`config.mk`:
```
export PLATFORM = sky130hd
export DESIGN_NAME = alu_and_issue
export DESIGN_NICKNAME = d
export VERILOG_FILES = /design/src/rtl/alu_and_issue.sv
export SDC_FILE = /design/constraint.sdc
export NUM_CORES = 1
export LEC_CHECK = 0
export ABC_CLOCK_PERIOD_IN_PS = 2100
export BUFFER_PORTS_ARGS = -buffer_cell sky130_fd_sc_hd__buf_2
export CORE_MARGIN = 2
export CORE_UTILIZATION = 47
export CTS_CLUSTER_SIZE = 8
export DETAILED_ROUTE_END_ITERATION = 10
export PLACE_DENSITY = 0.79
export RECOVER_POWER = 100
export SLEW_MARGIN = 20
export SYNTH_ARGS = -nofsm -noshare
export SYNTH_HDL_FRONTEND = slang
export SYNTH_SLANG_ARGS = --single-unit
export TNS_END_PERCENT = 5
```
`constraint.sdc`:
```
create_clock -name clkpos -period 2.1 [get_ports clkpos]
set_input_delay 0.63 -clock clkpos [delete_from_list [all_inputs] [get_ports clkpos]]
set_output_delay 0.63 -clock clkpos [all_outputs]
set_load 0.005 [all_outputs]
```
`src/rtl/alu_and_issue.sv`:
```
// Operand issue and result capture for an adiabatic and16b array.
// Holds the array operands stable for LAT cycles, then captures and hands off the result.
module alu_and_issue #(
    parameter int unsigned WIDTH = 16,
    parameter int unsigned LAT   = 2
) (
    input  logic             clkpos,
    input  logic             rstn,
    input  logic             in_valid,
    output logic             in_ready,
    input  logic [WIDTH-1:0] in_a,
    input  logic [WIDTH-1:0] in_b,
    output logic [WIDTH-1:0] drv_a,
    output logic [WIDTH-1:0] drv_b,
    input  logic [WIDTH-1:0] arr_out,
    output logic             res_valid,
    input  logic             res_ready,
    output logic [WIDTH-1:0] res_data,
    output logic             busy,
    output logic [7:0]       op_cnt
);

    localparam int unsigned TW = 4;
    localparam logic [TW-1:0] TIMER_LOAD = TW'(LAT - 1);

    typedef enum logic [1:0] {
        IDLE = 2'd0,
        EVAL = 2'd1,
        DONE = 2'd2
    } state_t;

    state_t        state;
    logic [TW-1:0] timer;
    logic          accept;

    // A completing handshake frees the block, so DONE forwards res_ready upstream.
    always_comb begin
        in_ready = 1'b0;
        case (state)
            IDLE:    in_ready = 1'b1;
            DONE:    in_ready = res_ready;
            default: in_ready = 1'b0;
        endcase
    end

    assign accept = in_valid & in_ready;

    always_ff @(posedge clkpos or negedge rstn) begin
        if (!rstn) begin
            state     <= IDLE;
            timer     <= '0;
            drv_a     <= '0;
            drv_b     <= '0;
            res_data  <= '0;
            res_valid <= 1'b0;
            busy      <= 1'b0;
            op_cnt    <= '0;
        end else begin
            case (state)
                IDLE: begin
                    if (accept) begin
                        drv_a <= in_a;
                        drv_b <= in_b;
                        timer <= TIMER_LOAD;
                        state <= EVAL;
                        busy  <= 1'b1;
                    end
                end
                EVAL: begin
                    if (timer != '0) begin
                        timer <= timer - TW'(1);
                    end else begin
                        res_data  <= arr_out;
                        res_valid <= 1'b1;
                        state     <= DONE;
                    end
                end
                DONE: begin
                    if (res_ready) begin
                        op_cnt    <= op_cnt + 8'd1;
                        res_valid <= 1'b0;
                        // Back-to-back issue skips IDLE so the array sees no bubble.
                        if (accept) begin
                            drv_a <= in_a;
                            drv_b <= in_b;
                            timer <= TIMER_LOAD;
                            state <= EVAL;
                        end else begin
                            state <= IDLE;
                            busy  <= 1'b0;
                        end
                    end
                end
                default: begin
                    state     <= IDLE;
                    res_valid <= 1'b0;
                    busy      <= 1'b0;
                end
            endcase
        end
    end

endmodule

```
==> results of run 1 <==
==> flip-flops by register name (all words and copies together) (netlist names) <==
register	cells
op_cnt	8
drv_b	16
res_valid	1
res_data	16
state	2
timer	4
busy	1
drv_a	16
==> logic make-up (layout without fill, tap and decap cells) <==
| family | Yosys count | after routing | share of synthesized area (%) |
|---|---|---|---|
| adders and majority gates | 2 | 2 | 0.962 |
| xor gates and xnor gates | 7 | 7 | 2.36 |
| muxes | 49 | 49 | 22.4 |
| buffers and inverters | 10 | 135 | 2.60 |
| AOI/OAI and AO/OA | 11 | 11 | 2.79 |
| and+or+nand+nor | 30 | 30 | 7.36 |
| DFF | 64 | 64 | 61.6 |
==> final timing paths <==
| kind | from | endpoint | slack [ns] | depth (start not counted) |
|---|---|---|---|---|
| setup / recovery | res_ready | in_ready | 0.19 | 4 |
| hold / removal | op_cnt[7]$_DFFE_PN0P_ | op_cnt[7]$_DFFE_PN0P_ | 0.47 | 1 |
| setup reg to reg | state[1]$_DFFE_PN0P_ | drv_a[14]$_DFFE_PN0P_ | 0.21 | 4 |
| hold reg to reg | op_cnt[7]$_DFFE_PN0P_ | op_cnt[7]$_DFFE_PN0P_ | 0.47 | 1 |
| max in group asynchronous | rstn | drv_a[3]$_DFFE_PN0P_ | 0.46 | 2 |
| min in group asynchronous | rstn | res_data[11]$_DFFE_PN0P_ | 0.75 | 2 |
==> per-stage QoR <==
stage | utilization (%) | hold slack, ns | power, uW | instance area, sq um | setup WS, ns
final | 61.8 | 0.467 | 4970 | 3360 | 0.190
after floorplan | - | 0.334 | 3320 | 2600 | 0.405
after global routing | 61.8 | 0.489 | 5320 | 3360 | 0.0900
after detailed placement | 59.7 | 0.460 | 4110 | 3250 | 0.248
after CTS | 63.7 | 0.310 | 5240 | 3470 | 0.214
after global placement | 59.7 | 0.451 | 4030 | 3250 | 0.265
==> layout by cell type (no fill, tap or decap), types with 2 or more instances in the layout <==
master,Yosys,routed
inv_1,6,6
clkbuf_8,0,13
a21oi_1,2,2
clkbuf_1,0,22
xnor2_1,4,4
ha_1,2,2
nand3_1,2,2
nand4_1,2,2
o221ai_1,2,2
dfrtp_1,64,64
clkbuf_2,0,2
buf_2,0,89
nor2_1,3,3
nand2b_1,2,2
o21ai_0,3,3
nand2_1,8,8
nor3b_1,1,2
xor2_1,3,3
mux2_1,0,8
mux2_2,41,41
nor3_1,2,2
==> power by group through the flow <==
| stage | Sequential, uW | Clock [uW] | Combinational (uW) |
|---|---|---|---|
| finish | 2150 | 1110 | 1720 |
| global route | 2220 | 1190 | 1900 |
| CTS | 2160 | 1140 | 1950 |
| detailed placement | 2170 | 0 | 1940 |
| global placement | 2140 | 0 | 1890 |
| floorplan | 2200 | 0 | 1130 |
==> cell type report <==
| cell class | count | area, sq um |
|---|---|---|
| Tap cell | 72 | 90.1 |
| Inverter | 6 | 22.5 |
| Clock buffer | 14 | 183 |
| Clock inverter | 2 | 35.0 |
| Multi-Input combinational cell | 99 | 893 |
| Timing Repair Buffer | 113 | 538 |
| Fill cell | 471 | 2080 |
| Sequential cell | 64 | 1600 |
==> layer usage <==
| metal | up-vias | GRT usage, % |
|---|---|---|
| li1 | 849 | - |
| met1 | 842 | 20.6 |
| met2 | 79 | 26.6 |
| met3 | 9 | 4.14 |
| met4 | 0 | 7.37 |
| met5 | - | 0 |
==> impl_metrics.toml, run 1 <==
[timing]
slew_headroom_pct = 0.888
worst_pin_slew_ns = 1.49
tns_ns = 0
drv_slew = 0
post-route-period-util_pct = 91.0
final.setup_skew_ns = 0.00906
setup_viol = 0
fmax_mhz = 523
hold_viol = 0
fin_crit_ns = 1.91
rsz0062_at_grt = "false"

[die]
core_sq_mm = 0.00544
fp.dieH_um = 78.4
ios = 111
placementRows = 27
start_util_pct = 47.8
die_area_sq_mm = 0.00615
die_w_um = 78.4

[setup_path]
crit_slowest_cell = "and2b_1"
cp-end-kind = "output pin"
crit_chain = "buf_2 > and2b_1 > nor2_1 > buf_2"
required_ns = 1.47
worst_setup_path_start_kind = "primary input"
cp_max_fo = 6
path_buf_inv = 2
arrival_ns = 1.28
critPathTopFamily = "simple AND/OR/NAND/NOR gates"
worstSetupPathType = "in2out"
crit_path_max_incr_delay_ns = 0.33
cp_common_cell = "buf_2"

[detailed_routing]
drt_first_pass_iters = 4
drc = 0
routedWlPerCell_um = 13.1
m1WireLength_um = 2110
final_antenna_net_count = 0
via_count = 1779
drtIter0Drc = 51
top_layer_used = "met4"
wl_met3_um = 359
vias_per_cell = 4.81
wl_um = 4850
route.met2.wl_um = 2310

[cts]
insertion_delay_ns = 0.32
ctsResizeCount = 0
clock_path_buffers = 2
post_cts_buffers = 0
cts_htree_levels = 3
cts_buffers = 9
cts.clk_slew.worst_paths_ns = 0.06
clock_sinks = 64
cts_tree = "yes"
cts_hold_buf = 0
root_buffer = "clkbuf_8"

[global_route]
grt_overflow = 0
grt_use_total_pct = 16.3
grt_pass1_wl_um = 7820
grt_max_degree = 65
antenna_found_initial = 0
grt_pass1_vias = 1764

[status]
failed_checks = "capacitance limit"
outcome = "finished with violations"

[logic_synthesis]
yosys_warnings = 0
ys.flop_type = "dfrtp_1"
synth_nets = 227
syn_area_per_cell_sq_um = 15.0
syn_area_sq_mm = 0.00260
yosysTopAreaCell = "dfrtp_1"
synth_top_area_share_pct = 61.6
yosysUniqueCellTypes = 32
ys_seq_area_share_pct = 61.6
synth_edf_count = 0
synthArstFlopShare_pct = 100
synth_top_cells_by_count = "dfrtp_1, mux2_2, mux2_4, nand2_1, inv_1"
syn_inst = 173
yosysMostFrequentCell = "dfrtp_1"
synth_area_leaders = "dfrtp_1, mux2_2, mux2_4"
synth-seq-cells = 64

[pwr]
p_seq_share_pct = 43.2
p_int_uw = 3460
swShare_pct = 30.4
ir_drop_uv = 774
p_comb_share_pct = 34.6
powerDensity_mw_per_mm2 = 1480
p_sw_uw = 1510
p_leak_uw = 0.00164
power.clock.fraction_pct = 22.3

[final_layout]
syn_to_final_growth_pct = 29.3
drive_gt1_share_pct = 50.3
final_nets = 347
num_antenna_cells = 0
layout.cells.non_filler = 370

[place]
gp_congestion = 0.734
io_buffers = 110
placed_cells = 354
dp_hpwl_um = 3490

[hold_path]
hold_path_class = "reg2reg"

[flow_run]
max-cap-violations = 1
(Power assumes the default switching activity.)
==> inputs of run 2 (changes only) <==
CORE_MARGIN = 4   (was 2)
==> impl_metrics.toml, run 2 (same netlist as run 1, synthesis figures left out) <==
[status]
outcome = "finished with violations"
failed_checks = "capacitance limit, slew limit"

[final_layout]
layout.cells.non_filler = 368
num_antenna_cells = 0
final_nets = 347
final_cell_mix = "buf_2, dfrtp_1, mux2_2, clkbuf_1, clkbuf_8"
largestRegisters = "drv_a x16, drv_b x16, res_data x16"
design_area_sq_mm = 0.00330
final_common_cell = "buf_2"
syn_to_final_growth_pct = 27.0
drive_gt1_share_pct = 45.6

[timing]
fin_crit_ns = 1.90
final.setup_skew_ns = 0.00623
slew_headroom_pct = -2.03
setup_viol = 0
hold_viol = 0
worst_pin_slew_ns = 1.53
fmax_mhz = 525
post-route-period-util_pct = 90.7
tns_ns = 0
rsz0062_at_grt = "false"
timing.hold.ws_ns = 0.462
drv_slew = 65

[pwr]
powerDensity_mw_per_mm2 = 1450
p_sw_uw = 1510
ir_drop_uv = 777
p_int_uw = 3270
p_seq_share_pct = 45.0
p_comb_share_pct = 35.1
power.clock.fraction_pct = 19.9
fin_total_pwr_uw = 4780
swShare_pct = 31.6
p_leak_uw = 0.00159

[die]
placementRows = 26
ios = 111
start_util_pct = 49.7
core_sq_mm = 0.00524
fp.dieH_um = 82.4
die_w_um = 82.4
die_area_sq_mm = 0.00679

[cts]
root_buffer = "clkbuf_8"
cts.clk_slew.worst_paths_ns = 0.07
insertion_delay_ns = 0.32
post_cts_buffers = 0
ctsResizeCount = 0
clock_path_buffers = 2
cts_tree = "yes"
cts_hold_buf = 0
clock_sinks = 64
cts_htree_levels = 3
cts_buffers = 9

[hold_path]
whs_endpoint = "op_cnt[7]$_DFFE_PN0P_"
hold_path_class = "reg2reg"
hold_path.startpoint = "op_cnt[7]$_DFFE_PN0P_"
worst_hold_path.num_cells = 1

[setup_path]
cp-end-kind = "flip-flop"
crit_chain = "nand2b_1 > nor2_1 > buf_2 > mux2_2"
crit_start = "state[0]$_DFFE_PN0P_"
reg2reg_to = "drv_a[1]$_DFFE_PN0P_"
cp_max_fo = 26
crit_path_max_incr_delay_ns = 0.50
reg2reg_slack_ns = 0.20
rr_worst_depth = 4
worstSetupPathType = "reg2reg"
required_ns = 2.30
worst_setup_path_start_kind = "flip-flop"
arrival_ns = 2.11
crit_slowest_cell = "buf_2"
r2r_start = "state[0]$_DFFE_PN0P_"

[global_route]
grt_overflow = 0
grt_max_degree = 65
antenna_found_initial = 0
grt_pass1_wl_um = 8210
grt_use_total_pct = 16.1
grt_pass1_vias = 1826

[place]
gp_congestion = 0.757
io_buffers = 110
dpl_cell_area_sq_mm = 0.00325
dp_hpwl_um = 3710
placed_cells = 352

[detailed_routing]
drc = 0
final_antenna_net_count = 0
drtIter0Drc = 49
routedWlPerCell_um = 14.0
drt_first_pass_iters = 4
vias_per_cell = 4.92
via_count = 1812
wl_um = 5140

[flow_run]
max-cap-violations = 1
## run 2: cell count changes in the layout (fill, tap and decap cells not counted)
| cell | previous run | this run |
|---|---|---|
| buf_1 | 1 | 0 |
| buf_2 | 89 | 77 |
| bufinv_16 | 1 | 0 |
| clkbuf_1 | 22 | 36 |
| clkbuf_2 | 2 | 1 |
| clkbuf_8 | 13 | 12 |
| clkinv_2 | 1 | 3 |
| nor2_1 | 3 | 4 |
| nor2_4 | 1 | 0 |
## run 2: how the worst max path moves through the flow
stage / slack [ns] / to
CTS: 0.19 / in_ready
finish: 0.20 / drv_a[1]$_DFFE_PN0P_
floorplan: 0.40 / drv_a[0]$_DFFE_PN0P_
global placement: 0.26 / in_ready
detailed placement: 0.25 / in_ready
global route: 0.07 / drv_a[2]$_DFFE_PN0P_
## run 2: critical path, delay by kind of cell, from the launching register on
kind / cells / cell delay (ns)
buffers and inverters: 1 / 0.50
DFF: 1 / 0.45
muxes: 1 / 0.40
and+or+nand+nor: 2 / 0.41
## run 2: through the flow
step | setup WS (ns) | utilization (%)
2_1_floorplan | 0.405 | -
3_3_place_gp | 0.260 | 62.0
3_5_place_dp | 0.248 | 62.0
4_1_cts | 0.193 | 65.5
5_1_grt | 0.0669 | 63.1
6_report | 0.196 | 63.1
## run 2: cell type report
type                       count  area, sq um
clock inverter                 3         15.0
multi-input combinational     99          886
inverter                       6         22.5
timing repair buffer         113          522
fill                         430         1930
sequential                    64         1600
tap                           70         87.6
clock buffer                  13          169
## run 2: routing by layer
layer,up-vias,routed length (um),track usage (%)
li1,855,-,-
met1,872,2150,19.5
met2,79,2430,26.2
met3,6,502,5.31
met4,0,55,6.64
met5,-,0,0
## run 2: power by group through the flow
stage	clock, uW	sequential, uW	combinational, uW
2_1_floorplan	0	2200	1130
3_5_place_dp	0	2180	1950
6_report	954	2150	1680
3_3_place_gp	0	2150	1900
5_1_grt	1050	2240	1880
4_1_cts	993	2160	1960
